$ cat config.mk
export PLATFORM = sky130hd
export DESIGN_NAME = tail_lamp_ctrl_n
export DESIGN_NICKNAME = d
export VERILOG_FILES = /design/src/rtl/tail_lamp_pkg.sv /design/src/rtl/lamp_tick_gen.sv /design/src/rtl/tail_lamp_ctrl_n.sv
export SDC_FILE = /design/constraint.sdc
export NUM_CORES = 1
export LEC_CHECK = 0
export ABC_AREA = 1
export ABC_CLOCK_PERIOD_IN_PS = 1600
export CELL_PAD_IN_SITES_DETAIL_PLACEMENT = 1
export CELL_PAD_IN_SITES_GLOBAL_PLACEMENT = 1
export CORE_MARGIN = 1
export CORE_UTILIZATION = 35
export CTS_BUF_LIST = sky130_fd_sc_hd__clkbuf_4
export CTS_CLUSTER_DIAMETER = 60
export DETAILED_ROUTE_END_ITERATION = 6
export PLACE_DENSITY = 0.78
export SKIP_LAST_GASP = 1
export SYNTH_ARGS = -nofsm -noshare
export SYNTH_HDL_FRONTEND = slang
export SYNTH_SLANG_ARGS = --single-unit
$ cat constraint.sdc
create_clock -name clk -period 1.6 [get_ports clk]
set_input_delay 0.32 -clock clk [delete_from_list [all_inputs] [get_ports clk]]
set_output_delay 0.32 -clock clk [all_outputs]
set_load 0.05 [all_outputs]
$ cat src/rtl/tail_lamp_pkg.sv
// Shared types and helpers for the rear-lamp controller.
package tail_lamp_pkg;

   // Widest lamp bank the sweep helper can describe.
   localparam int unsigned MAX_LAMPS = 32;

   // Driver-visible modes occupy 0..7; MODE_TEST is internal only and is
   // reported to the driver stage as BRAKE (all lamps on).
   typedef enum logic [3:0] {
      IDLE      = 4'd0,
      LEFT      = 4'd1,
      RIGHT     = 4'd2,
      BRAKE     = 4'd3,
      BRAKE_L   = 4'd4,
      BRAKE_R   = 4'd5,
      HAZARD    = 4'd6,
      FAULT     = 4'd7,
      MODE_TEST = 4'd8
   } mode_t;

   // Sweep frame: step 0 dark, step k lights bits k-1 and k-2 when in range.
   function automatic logic [MAX_LAMPS-1:0] sweep_pattern(input int unsigned step,
                                                          input int unsigned lamps);
      logic [MAX_LAMPS-1:0] pat;
      pat = '0;
      for (int unsigned i = 0; i < MAX_LAMPS; i++) begin
         if (i < lamps && step >= 1 && (i + 1 == step || i + 2 == step)) begin
            pat[i] = 1'b1;
         end
      end
      return pat;
   endfunction

endpackage

$ cat src/rtl/lamp_tick_gen.sv
// Animation prescaler: one-cycle tick every TICK_DIV clocks, restartable.
module lamp_tick_gen #(
   parameter int unsigned TICK_DIV = 4
) (
   input  logic clk,
   input  logic rst,
   input  logic restart,
   output logic tick
);

   localparam int unsigned CntW = (TICK_DIV > 1) ? $clog2(TICK_DIV) : 1;
   localparam logic [CntW-1:0] CntLast = CntW'(TICK_DIV - 1);

   logic [CntW-1:0] cnt_q, cnt_d;

   // Tick fires on the last count of each period.
   always_comb begin
      tick = (cnt_q == CntLast);
   end

   // Next count: restart and wrap both return to zero.
   always_comb begin
      cnt_d = cnt_q + 1'b1;
      if (restart || tick) begin
         cnt_d = '0;
      end
   end

   // Counter register.
   always_ff @(posedge clk) begin
      if (rst) begin
         cnt_q <= '0;
      end else begin
         cnt_q <= cnt_d;
      end
   end

endmodule

$ cat src/rtl/tail_lamp_ctrl_n.sv
// Rear-lamp controller: turn sweeps, brake combinations, hazard, sticky fault and lamp test.
module tail_lamp_ctrl_n
   import tail_lamp_pkg::*;
#(
   parameter int unsigned LAMPS    = 3,
   parameter int unsigned TICK_DIV = 4
) (
   input  logic             clk,
   input  logic             rst,
   input  logic             turn_left,
   input  logic             turn_right,
   input  logic             brake,
   input  logic             fault,
   input  logic             fault_clr,
   input  logic             lamp_test,
   output logic [LAMPS-1:0] left_lamp,
   output logic [LAMPS-1:0] right_lamp,
   output logic [2:0]       mode_o,
   output logic             fault_sticky
);

   localparam int unsigned StepW = $clog2(LAMPS + 2);
   localparam logic [StepW-1:0] StepLast = StepW'(LAMPS + 1);

   mode_t            mode_q, mode_d;
   logic [StepW-1:0] step_q, step_d;
   logic             blink_q, blink_d;
   logic             sticky_q, sticky_d;
   logic             mode_chg;
   logic             tick;
   logic             sweeping;
   logic             flashing;
   logic [LAMPS-1:0] sweep;
   logic [LAMPS-1:0] sweep_rev;

   lamp_tick_gen #(
      .TICK_DIV (TICK_DIV)
   ) u_tick (
      .clk     (clk),
      .rst     (rst),
      .restart (mode_chg),
      .tick    (tick)
   );

   // State register for mode, sweep step, flash phase and sticky fault.
   always_ff @(posedge clk) begin
      if (rst) begin
         mode_q   <= IDLE;
         step_q   <= '0;
         blink_q  <= 1'b0;
         sticky_q <= 1'b0;
      end else begin
         mode_q   <= mode_d;
         step_q   <= step_d;
         blink_q  <= blink_d;
         sticky_q <= sticky_d;
      end
   end

   // Next-state: sticky fault, prioritised mode, sweep step and blink phase.
   always_comb begin
      sticky_d = sticky_q;
      if (fault) begin
         sticky_d = 1'b1;
      end else if (fault_clr) begin
         sticky_d = 1'b0;
      end

      // Using sticky_d lets a clear drop out of FAULT on the same edge.
      if (sticky_d)                          mode_d = FAULT;
      else if (lamp_test)                    mode_d = MODE_TEST;
      else if (brake && turn_left && turn_right) mode_d = BRAKE;
      else if (brake && turn_left)           mode_d = BRAKE_L;
      else if (brake && turn_right)          mode_d = BRAKE_R;
      else if (brake)                        mode_d = BRAKE;
      else if (turn_left && turn_right)      mode_d = HAZARD;
      else if (turn_left)                    mode_d = LEFT;
      else if (turn_right)                   mode_d = RIGHT;
      else                                   mode_d = IDLE;

      mode_chg = (mode_d != mode_q);
      sweeping = (mode_q == LEFT) || (mode_q == RIGHT) ||
                 (mode_q == BRAKE_L) || (mode_q == BRAKE_R);
      flashing = (mode_q == HAZARD) || (mode_q == FAULT);

      step_d  = '0;
      blink_d = 1'b0;
      if (mode_chg) begin
         blink_d = (mode_d == HAZARD) || (mode_d == FAULT);
      end else begin
         if (sweeping) begin
            step_d = step_q;
            if (tick) begin
               step_d = (step_q == StepLast) ? '0 : step_q + 1'b1;
            end
         end
         if (flashing) begin
            blink_d = tick ? ~blink_q : blink_q;
         end
      end
   end

   // Output decode from registered mode, step and blink phase.
   always_comb begin
      sweep = LAMPS'(sweep_pattern(int'(step_q), LAMPS));
      for (int i = 0; i < int'(LAMPS); i++) begin
         sweep_rev[i] = sweep[int'(LAMPS) - 1 - i];
      end

      left_lamp  = '0;
      right_lamp = '0;
      unique case (mode_q)
         IDLE: ;
         LEFT:      left_lamp = sweep;
         RIGHT:     right_lamp = sweep_rev;
         BRAKE, MODE_TEST: begin
            left_lamp  = '1;
            right_lamp = '1;
         end
         BRAKE_L: begin
            left_lamp  = sweep;
            right_lamp = '1;
         end
         BRAKE_R: begin
            left_lamp  = '1;
            right_lamp = sweep_rev;
         end
         HAZARD, FAULT: begin
            left_lamp  = {LAMPS{blink_q}};
            right_lamp = {LAMPS{blink_q}};
         end
         default: ;
      endcase

      mode_o       = (mode_q == MODE_TEST) ? 3'(BRAKE) : mode_q[2:0];
      fault_sticky = sticky_q;
   end

endmodule
==> impl_summary.log, run 1 <==
[metrics] Buffers on Ports: 17
[metrics] Mapped Nets: about 150
[metrics] Failed at: global routing (5_1_grt)
[metrics] Post-DP Area: 1370 um2
[metrics] number of buffers created by CTS: 3
[metrics] cell chosen for the clock root: clkbuf_4
[metrics] synthesized area: 885 um2
[metrics] post-synthesis area per instance: about 6.3 um2
[metrics] CTS Hold Buffers Added: 0
[metrics] type of the worst endpoint after the last repair: output port
[metrics] chip width: around 52 um
[metrics] number of buffers on the longest clock path: 2
[metrics] First Error: [ERROR DPL-0033] detailed placement checks failed during check placement.
[metrics] GR repair worst EP: left_lamp[1]
[metrics] Starting Density: 0.385
[metrics] antenna violations before repair: 0
[metrics] count of different cell masters after synthesis: 25
[metrics] height of the die: between 50 and 60 um
[metrics] sequential fraction of the synthesis area: 0.249
[metrics] largest area contributor in the netlist: dfxtp_1
[metrics] top post-synthesis cells by area: dfxtp_1, nand2_1, ha_1, nor2_1, inv_1
[metrics] Warnings, synthesis: 0
[metrics] largest net degree at the start of global routing: 11
[metrics] weighted congestion at the end of routability-driven global placement: 0.844
[metrics] sum of net half-perimeters after detailed placement: 2390 um
[metrics] depth of the CTS H-tree: 1
[metrics] portion of synthesized cell area occupied by the leading cell type: 0.249
[metrics] number of register bits inferred by synthesis: 11
[metrics] instance count of the mapped netlist: 140
[metrics] CTS sink cnt: 11
[metrics] cell row count: 17
[metrics] status: aborted with a tool error
[metrics] total I/O pin count: 18
synth_stat cells, drive strengths merged:
| cell type | n |
|---|---|
| a211oi | 1 |
| a21oi | 6 |
| a31oi | 1 |
| buf | 1 |
| bufinv | 1 |
| clkbuf | 1 |
| clkinv | 1 |
| dfxtp | 11 |
| ha | 6 |
| inv | 20 |
| nand2 | 40 |
| nand3 | 12 |
| nand4 | 2 |
| nor2 | 22 |
| nor3 | 4 |
| o211ai | 1 |
| o21ai | 9 |
| o31ai | 1 |
metrics by stage:
| stage | TNS (ps) | util | instances | setup WS, ps |
|---|---|---|---|---|
| detailed placement | -2900 | 0.597 | 204 | -343 |
| CTS | -2100 | 0.708 | 219 | -322 |
| floorplan | -465 | - | 140 | -101 |
| global placement | -1750 | 0.597 | 204 | -235 |
timing repair:
action                                 in CTS
endpoints found under the hold margin       0
pin swaps                                  12
buffers inserted                           12
setup endpoints to repair                  14
resized for setup                          42
cell families after synthesis:
family	share of synthesized area
simple gates	0.410
compound gates	0.130
buf+inv	0.126
flops	0.249
fa+ha+maj	0.0849
==> run 2: changes to the inputs <==
Settings changed: CELL_PAD_IN_SITES_DETAIL_PLACEMENT 1 to not set, CELL_PAD_IN_SITES_GLOBAL_PLACEMENT 1 to not set, CORE_UTILIZATION 35 to 20, CTS_BUF_LIST sky130_fd_sc_hd__clkbuf_4 to not set, CTS_CLUSTER_DIAMETER 60 to not set, PLACE_DENSITY 0.78 to not set, PLACE_DENSITY_LB_ADDON set to 0.15.
==> run 2 against run 1 <==
The flow now finishes, with violations (setup timing); synthesized area is the same; synthesized cell count unchanged.
==> impl_summary.log, run 2 <==
[metrics] portion of synthesized cell area occupied by the leading cell type: 0.249 (unchanged)
[metrics] layout net count: 206
[metrics] capture endpoint of the worst hold path: u_tick.cnt_q[0]
[metrics] WS Path Type: register to primary output
[metrics] cell row count: 23 (was 17)
[metrics] critical path arrival: 1590 ps
[metrics] element type at the critical path end: primary output
[metrics] drt initial violations: 28
[metrics] mean number of vias per cell: 4.29
[metrics] setup skew after layout: 1.89 ps
[metrics] leading cell type in the layout, fill and taps excluded: nand2_1
[metrics] sum of net half-perimeters after detailed placement: 1790 um (was 2390 um)
[metrics] depth of the worst register-to-register path: 10
[metrics] Clk pin slew, worst setup/hold paths: 50 ps
[metrics] number of buffers created by CTS: 3 (unchanged)
[metrics] Worst Hold Class: register to register
[metrics] count of inserted antenna diode cells: 0
[metrics] final setup violating endpoints: 6
[metrics] CTS sink cnt: 11 (unchanged)
[metrics] Post-DP Area: 1400 um2 (was 1370 um2)
[metrics] CP required: around 1300 ps
[metrics] number of register bits inferred by synthesis: 11 (unchanged)
[metrics] register with the highest flop count: mode_q
[metrics] Largest delay share family, worst path: compound AO/OA/AOI/OAI gates
[metrics] R2R Path Start: fault_sticky
[metrics] top post-synthesis cells by area: dfxtp_1, nand2_1, ha_1, nor2_1, inv_1 (unchanged)
[metrics] average wire length per cell after detail routing: 10.4 um
[metrics] area enclosed by the die boundary: 4690 um2
[metrics] WHS Path Cells: 1
[metrics] headroom to the max-slew limit: 0.780
[metrics] fin crit share: 1.20
[metrics] design area: 1760 um2
[metrics] P&R area growth vs syn: 99.0%
[metrics] Mapped Nets: 154 (unchanged)
[metrics] failing checks: setup timing
[metrics] height of the die: 68.5 um (was 52.3 um)
[metrics] instance count of the mapped netlist: 140 (unchanged)
[metrics] Register Area: 230 um2
[metrics] setup slack of the most critical reg-to-reg path: 140 ps
[metrics] async set or reset register ratio after synthesis: 0 (unchanged)
[metrics] P per Cell Area: approximately 640 nW/um2
[metrics] routed via count: 1035
[metrics] share of cells above drive strength 1: 0.497
[metrics] status: finished with violations (was aborted with a tool error)
[metrics] total I/O pin count: 18 (unchanged)
[metrics] Max IR drop VDD: between 0.2 and 0.3 mV
[metrics] Buffers on Ports: 17 (unchanged)
[metrics] post-synthesis area per instance: 6.32 um2 (unchanged)
[metrics] synthesized area: 885 um2 (unchanged)
[metrics] CTS Hold Buffers Added: 0 (unchanged)
[metrics] leakage component of the power: 0.828 nW
[metrics] antenna-violating nets left: 0
[metrics] all-layer global routing usage: 0.121
[metrics] most used cells in the layout excluding fill and tap cells: nand2_1, buf_4, nor2_1
[metrics] Slew Viols, Final: 0
[metrics] depth of the CTS H-tree: 1 (unchanged)
[metrics] Warnings, synthesis: 0 (unchanged)
[metrics] post-detailed-route DRC marker count: 0
[metrics] Starting Density: 0.215 (was 0.385)
[metrics] Top Registers: mode_q x4, step_q x3, u_tick.cnt_q x2
[metrics] slowest CP cell: dfxtp_4
[metrics] largest stage delay on the critical path: 370 ps
[metrics] synth cell count leaders: nand2_1, nor2_1, inv_1, dfxtp_1, nand3_1 (unchanged)
[metrics] overall routed net length: 2520 um
[metrics] source of the worst hold timing path: u_tick.cnt_q[0]
[metrics] sequence of cells on the critical path: nor2_4 > inv_2 > o31ai_4 > a211oi_2 > buf_4 > o21ai_4 > buf_12
[metrics] total grt overflow: 0
[metrics] insertion delay of the later-clocked pin in the worst-skew pair: 240 ps
[metrics] chip width: 68.5 um (was 52.3 um)
[metrics] Filler cells: 413
[metrics] cell chosen for the clock root: clkbuf_8 (was clkbuf_4)
[metrics] overall power: 1.13 mW
[metrics] wire length of the first global-routing pass: 4130 um
[metrics] number of buffers on the longest clock path: 2 (unchanged)
[metrics] count of different cell masters after synthesis: 25 (unchanged)
[metrics] number of flops mapped to enable cells by yosys: 0 (unchanged)
[metrics] area taken by multi-input logic gates: roughly 800 um2
[metrics] Crit path buffers/inverters: 3
[metrics] weighted congestion at the end of routability-driven global placement: 0.722 (was 0.844)
[metrics] final hold violation count: 0
[metrics] antenna violations before repair: 0
[metrics] final critical path time including I/O delays and setup: about 1900 ps
[metrics] Worst-Margin Slew: 329 ps
[metrics] kind of launch point of the worst setup path: register
[metrics] highest clock rate: 523 MHz
[metrics] largest net degree at the start of global routing: 7
[metrics] Crit Reg-Reg Endpoint: step_q[1]
[metrics] count of TritonRoute iterations in the first routing pass: 3
[metrics] largest area contributor in the netlist: dfxtp_1 (unchanged)
[metrics] max-capacitance violation count: 0
[metrics] core box area: 4120 um2
[metrics] sequential fraction of the synthesis area: 0.249 (unchanged)
[metrics] via count of the first global-routing pass: 945
[metrics] minimum setup slack in the final design: -313 ps
[metrics] prevailing post-synth register cell: dfxtp_1 (unchanged)
[metrics] number of flip-flops in the largest register: 4
[metrics] final setup TNS: -1700 ps
[metrics] cell with the most instances after synthesis: nand2_1 (unchanged)
[metrics] RSZ-0062 raised after global routing: yes
[metrics] largest fanout on the critical path: 4
[metrics] CTS tree: done
[run 2: power by group]
group	leakage, nW	internal (mW)	switching [mW]
Clock	0.0228	0.175	0.107
Combinational	0.712	0.260	0.281
Sequential	0.0927	0.288	0.0167
Total	0.828	0.723	0.405
[run 2: per-layer routing]
metal / track usage / routed length (um) / vias up
met4: 0.0547 / 46 / 0
met3: 0.0197 / 66 / 5
li1: - / - / 552
met1: 0.147 / 1120 / 462
met2: 0.206 / 1290 / 16
met5: 0 / 0 / -
[run 2: area by class of cell]
type / instances / share of cell area
inverters: 22 / 0.0561
flip-flops and latches: 11 / 0.131
well taps: 50 / 0.0355
clock buffers: 4 / 0.0256
repair buffers: 48 / 0.308
multi-input cells: 106 / 0.444
[run 2: repair_timing]
action | CTS | global route
setup buffers | 7 | 3
hold endpoints to repair | 0 | 0
cloned | 1 | 0
setup endpoints to repair | 14 | 14
resized for setup | 29 | 32
pin swaps | 10 | 11
[run 2: through the flow]
stage | setup slack, ps | instances | utilization | hold WS [ps]
after floorplan | -101 | 140 | - | 389
after global placement | -256 | 227 | 0.339 | 403
after detailed placement | -283 | 227 | 0.339 | 408
after CTS | -297 | 239 | 0.397 | 422
after global routing | -387 | 241 | 0.428 | 438
final | -313 | 241 | 0.428 | 419
[run 2: worst max-delay path by stage]
stage	from	end	slack, ps	cells past startpoint
final	mode_q[2]	right_lamp[0]	-310	7
after global routing	mode_q[2]	right_lamp[0]	-390	7
after CTS	mode_q[2]	right_lamp[0]	-300	8
after detailed placement	fault_clr	step_q[1]	-280	12
after global placement	fault_clr	step_q[0]	-260	11
after floorplan	mode_q[2]	right_lamp[0]	-100	6
[run 2: cells by family after synthesis]
| logic type | Yosys count | synth area share |
|---|---|---|
| buffers and inverters | 24 | 0.126 |
| DFF | 11 | 0.249 |
| AOI/OAI and AO/OA | 19 | 0.130 |
| and+or+nand+nor | 80 | 0.410 |
| adders and majority gates | 6 | 0.0849 |
Note: power is estimated with default switching activity, not from simulation.
==> run 3: changes to the inputs <==
Settings changed: DONT_BUFFER_PORTS set to 1.
==> run 3 against run 2 <==
The flow still finishes with violations (setup timing); first-iteration DRC count rose by 11%; largest cell class unchanged; worst hold slack got worse by 280 ps; highest routed layer unchanged; largest power group unchanged; die area did not move; core utilization fell by 3.4 points; sequential share of layout area rose by 1.5 points; combinational power fell by 10%; critical path depth rose by 1.
==> impl_summary.log, run 3 (synthesized netlist as in run 2, its figures left out) <==
[metrics] share of cells above drive strength 1: 0.476 (was 0.497)
[metrics] overall routed net length: 2460 um (was 2520 um)
[metrics] final critical path time including I/O delays and setup: 1880 ps (was 1910 ps)
[metrics] final hold violation count: 0 (unchanged)
[metrics] number of buffers on the longest clock path: 2 (unchanged)
[metrics] overall power: 1.07 mW (was 1.13 mW)
[metrics] Worst-Margin Slew: 264 ps (was 329 ps)
[metrics] layout net count: 202 (was 206)
[metrics] depth of the CTS H-tree: 1 (unchanged)
[metrics] CP required: 1280 ps (about the same)
[metrics] number of buffers created by CTS: 3 (unchanged)
[metrics] CTS Hold Buffers Added: 0 (unchanged)
[metrics] area taken by multi-input logic gates: 739 um2 (was 782 um2)
[metrics] antenna-violating nets left: 0 (unchanged)
[metrics] fin crit share: 1.17 (was 1.20)
[metrics] source of the worst hold timing path: rst (was u_tick.cnt_q[0])
[metrics] R2R Path Start: fault_sticky (unchanged)
[metrics] insertion delay of the later-clocked pin in the worst-skew pair: 240 ps (about the same)
[metrics] number of flip-flops in the largest register: 4 (unchanged)
[metrics] count of inserted antenna diode cells: 0 (unchanged)
[metrics] most used cells in the layout excluding fill and tap cells: buf_4, nand2_1, nor2_1 (was nand2_1, buf_4, nor2_1)
[metrics] total grt overflow: 0 (unchanged)
[metrics] wire length of the first global-routing pass: 4180 um (was 4130 um)
[metrics] via count of the first global-routing pass: 990 (was 945)
[metrics] leakage component of the power: 0.752 nW (was 0.828 nW)
[metrics] setup skew after layout: 0.712 ps (was 1.89 ps)
[metrics] area enclosed by the die boundary: 4690 um2 (unchanged)
[metrics] count of TritonRoute iterations in the first routing pass: 4 (was 3)
[metrics] CTS tree: done (unchanged)
[metrics] P per Cell Area: 657 nW/um2 (was 641 nW/um2)
[metrics] Worst Hold Class: input port to register (was register to register)
[metrics] slowest CP cell: dfxtp_4 (unchanged)
[metrics] headroom to the max-slew limit: 0.824 (was 0.780)
[metrics] Slew Viols, Final: 0 (unchanged)
[metrics] minimum setup slack in the final design: -279 ps (was -313 ps)
[metrics] post-detailed-route DRC marker count: 0 (unchanged)
[metrics] element type at the critical path end: primary output (unchanged)
[metrics] sum of net half-perimeters after detailed placement: 1910 um (was 1790 um)
[metrics] final setup violating endpoints: 8 (was 6)
[metrics] average wire length per cell after detail routing: 10.4 um (about the same)
[metrics] core box area: 4120 um2 (unchanged)
[metrics] WS Path Type: register to primary output (unchanged)
[metrics] cell row count: 23 (unchanged)
[metrics] register with the highest flop count: mode_q (unchanged)
[metrics] P&R area growth vs syn: 83.3% (was 99.0%)
[metrics] failing checks: setup timing (unchanged)
[metrics] largest net degree at the start of global routing: 10 (was 7)
[metrics] utilization of the core after routing: 0.394 (was 0.428)
[metrics] Top Registers: mode_q x4, step_q x3, u_tick.cnt_q x2 (unchanged)
[metrics] antenna violations before repair: 0 (unchanged)
[metrics] critical path arrival: 1560 ps (was 1590 ps)
[metrics] largest stage delay on the critical path: 370 ps (about the same)
[metrics] Clk pin slew, worst setup/hold paths: 50 ps (about the same)
[metrics] mean number of vias per cell: 4.24 (was 4.29)
[metrics] cell chosen for the clock root: clkbuf_8 (unchanged)
[metrics] routed via count: 1006 (was 1035)
[metrics] total I/O pin count: 18 (unchanged)
[metrics] Filler cells: 419 (was 413)
[metrics] drt initial violations: 31 (was 28)
[metrics] kind of launch point of the worst setup path: register (unchanged)
[metrics] status: finished with violations (unchanged)
[metrics] highest clock rate: 532 MHz (was 523 MHz)
[metrics] chip width: 68.5 um (unchanged)
[metrics] Max IR drop VDD: 0.208 mV (was 0.294 mV)
[metrics] Register Area: 236 um2 (was 230 um2)
[metrics] weighted congestion at the end of routability-driven global placement: 0.901 (was 0.722)
[metrics] RSZ-0062 raised after global routing: yes (unchanged)
[metrics] Largest delay share family, worst path: buffers and inverters (was compound AO/OA/AOI/OAI gates)
[metrics] leading cell type in the layout, fill and taps excluded: buf_4 (was nand2_1)
[metrics] sequence of cells on the critical path: buf_12 > clkinv_8 > o31ai_4 > buf_4 > a211oi_4 > buf_6 > o21ai_4 > buf_12 (was nor2_4 > inv_2 > o31ai_4 > a211oi_2 > buf_4 > o21ai_4 > buf_12)
[metrics] Starting Density: 0.215 (unchanged)
[metrics] max-capacitance violation count: 0 (unchanged)
[metrics] all-layer global routing usage: 0.122 (was 0.121)
[metrics] Top cell by count, worst path: buf_12
[metrics] startpoint of the most critical setup path: mode_q[1] (was mode_q[2])
[metrics] Buffers on Ports: 0 (was 17)
[metrics] height of the die: 68.5 um (unchanged)
[metrics] largest fanout on the critical path: 4 (unchanged)
[metrics] CTS sink cnt: 11 (unchanged)
[metrics] Crit path buffers/inverters: 5 (was 3)
## run 3: changes by cell type in the layout (fill, tap and decap cells not counted), moves of 3 or more
cell / change
buf_12: -4
dlymetal6s2s_1: -4
nor2_1: +3
dfxtp_4: +3
buf_4: +9
dfxtp_2: -4
## run 3: area by class of cell
cell class / count / share of cell area
Multi-Input combinational cell: 105 / 0.456
Sequential cell: 11 / 0.146
Clock buffer: 4 / 0.0278
Inverter: 22 / 0.0602
Tap cell: 50 / 0.0386
Timing Repair Buffer: 45 / 0.272
## run 3: what timing repair did
item / CTS / global route
endpoints found under the hold margin: 0 / 0
resized for setup: 37 / 10
buffers inserted: 10 / 3
pin swaps: 10 / 4
endpoints found under the setup margin: 6 / 8
gates cloned: 0 / 0
## run 3: final timing paths
check,to,slack (ps),depth (start not counted)
max,right_lamp[0],-280,8
min,mode_q[0],140,1
min reg2reg,u_tick.cnt_q[0],420,1
max reg2reg,u_tick.cnt_q[0],200,9
## run 3: metrics by stage
| stage | setup TNS [ps] | instance area [um2] | setup WS (ps) | hold slack (ps) | instances |
|---|---|---|---|---|---|
| final | -1820 | 1620 | -279 | 139 | 237 |
| after global routing | -2300 | 1620 | -336 | 130 | 237 |
| after CTS | -1670 | 1560 | -281 | 134 | 235 |
| after detailed placement | -1080 | 1290 | -212 | 395 | 222 |
| after global placement | -698 | 1290 | -146 | 392 | 222 |
| after floorplan | -465 | 912 | -101 | 389 | 140 |
## run 3: worst register-to-register path, stage by stage (launching register included)
cell and delay, ps:
dfxtp_1 330, a21oi_4 270, nand3_1 110, nand2_1 80
nand2_1 70, nor2_1 150, nand3_2 110, inv_2 80
nand2_2 50, nor2_1 90
## run 3: power by group
part           switching, mW  total, mW  internal (mW)
Clock                  0.102      0.277          0.175
Combinational          0.269      0.487          0.218
Sequential            0.0157      0.302          0.286
## run 3: routing by layer
metal  vias to the layer above  part of all wire  track usage
met2                        19              0.50        0.217
met1                       443              0.46        0.135
met5                         -                 0            0
met4                         0             0.011       0.0547
met3                         4             0.034       0.0296
li1                        540                 -            -
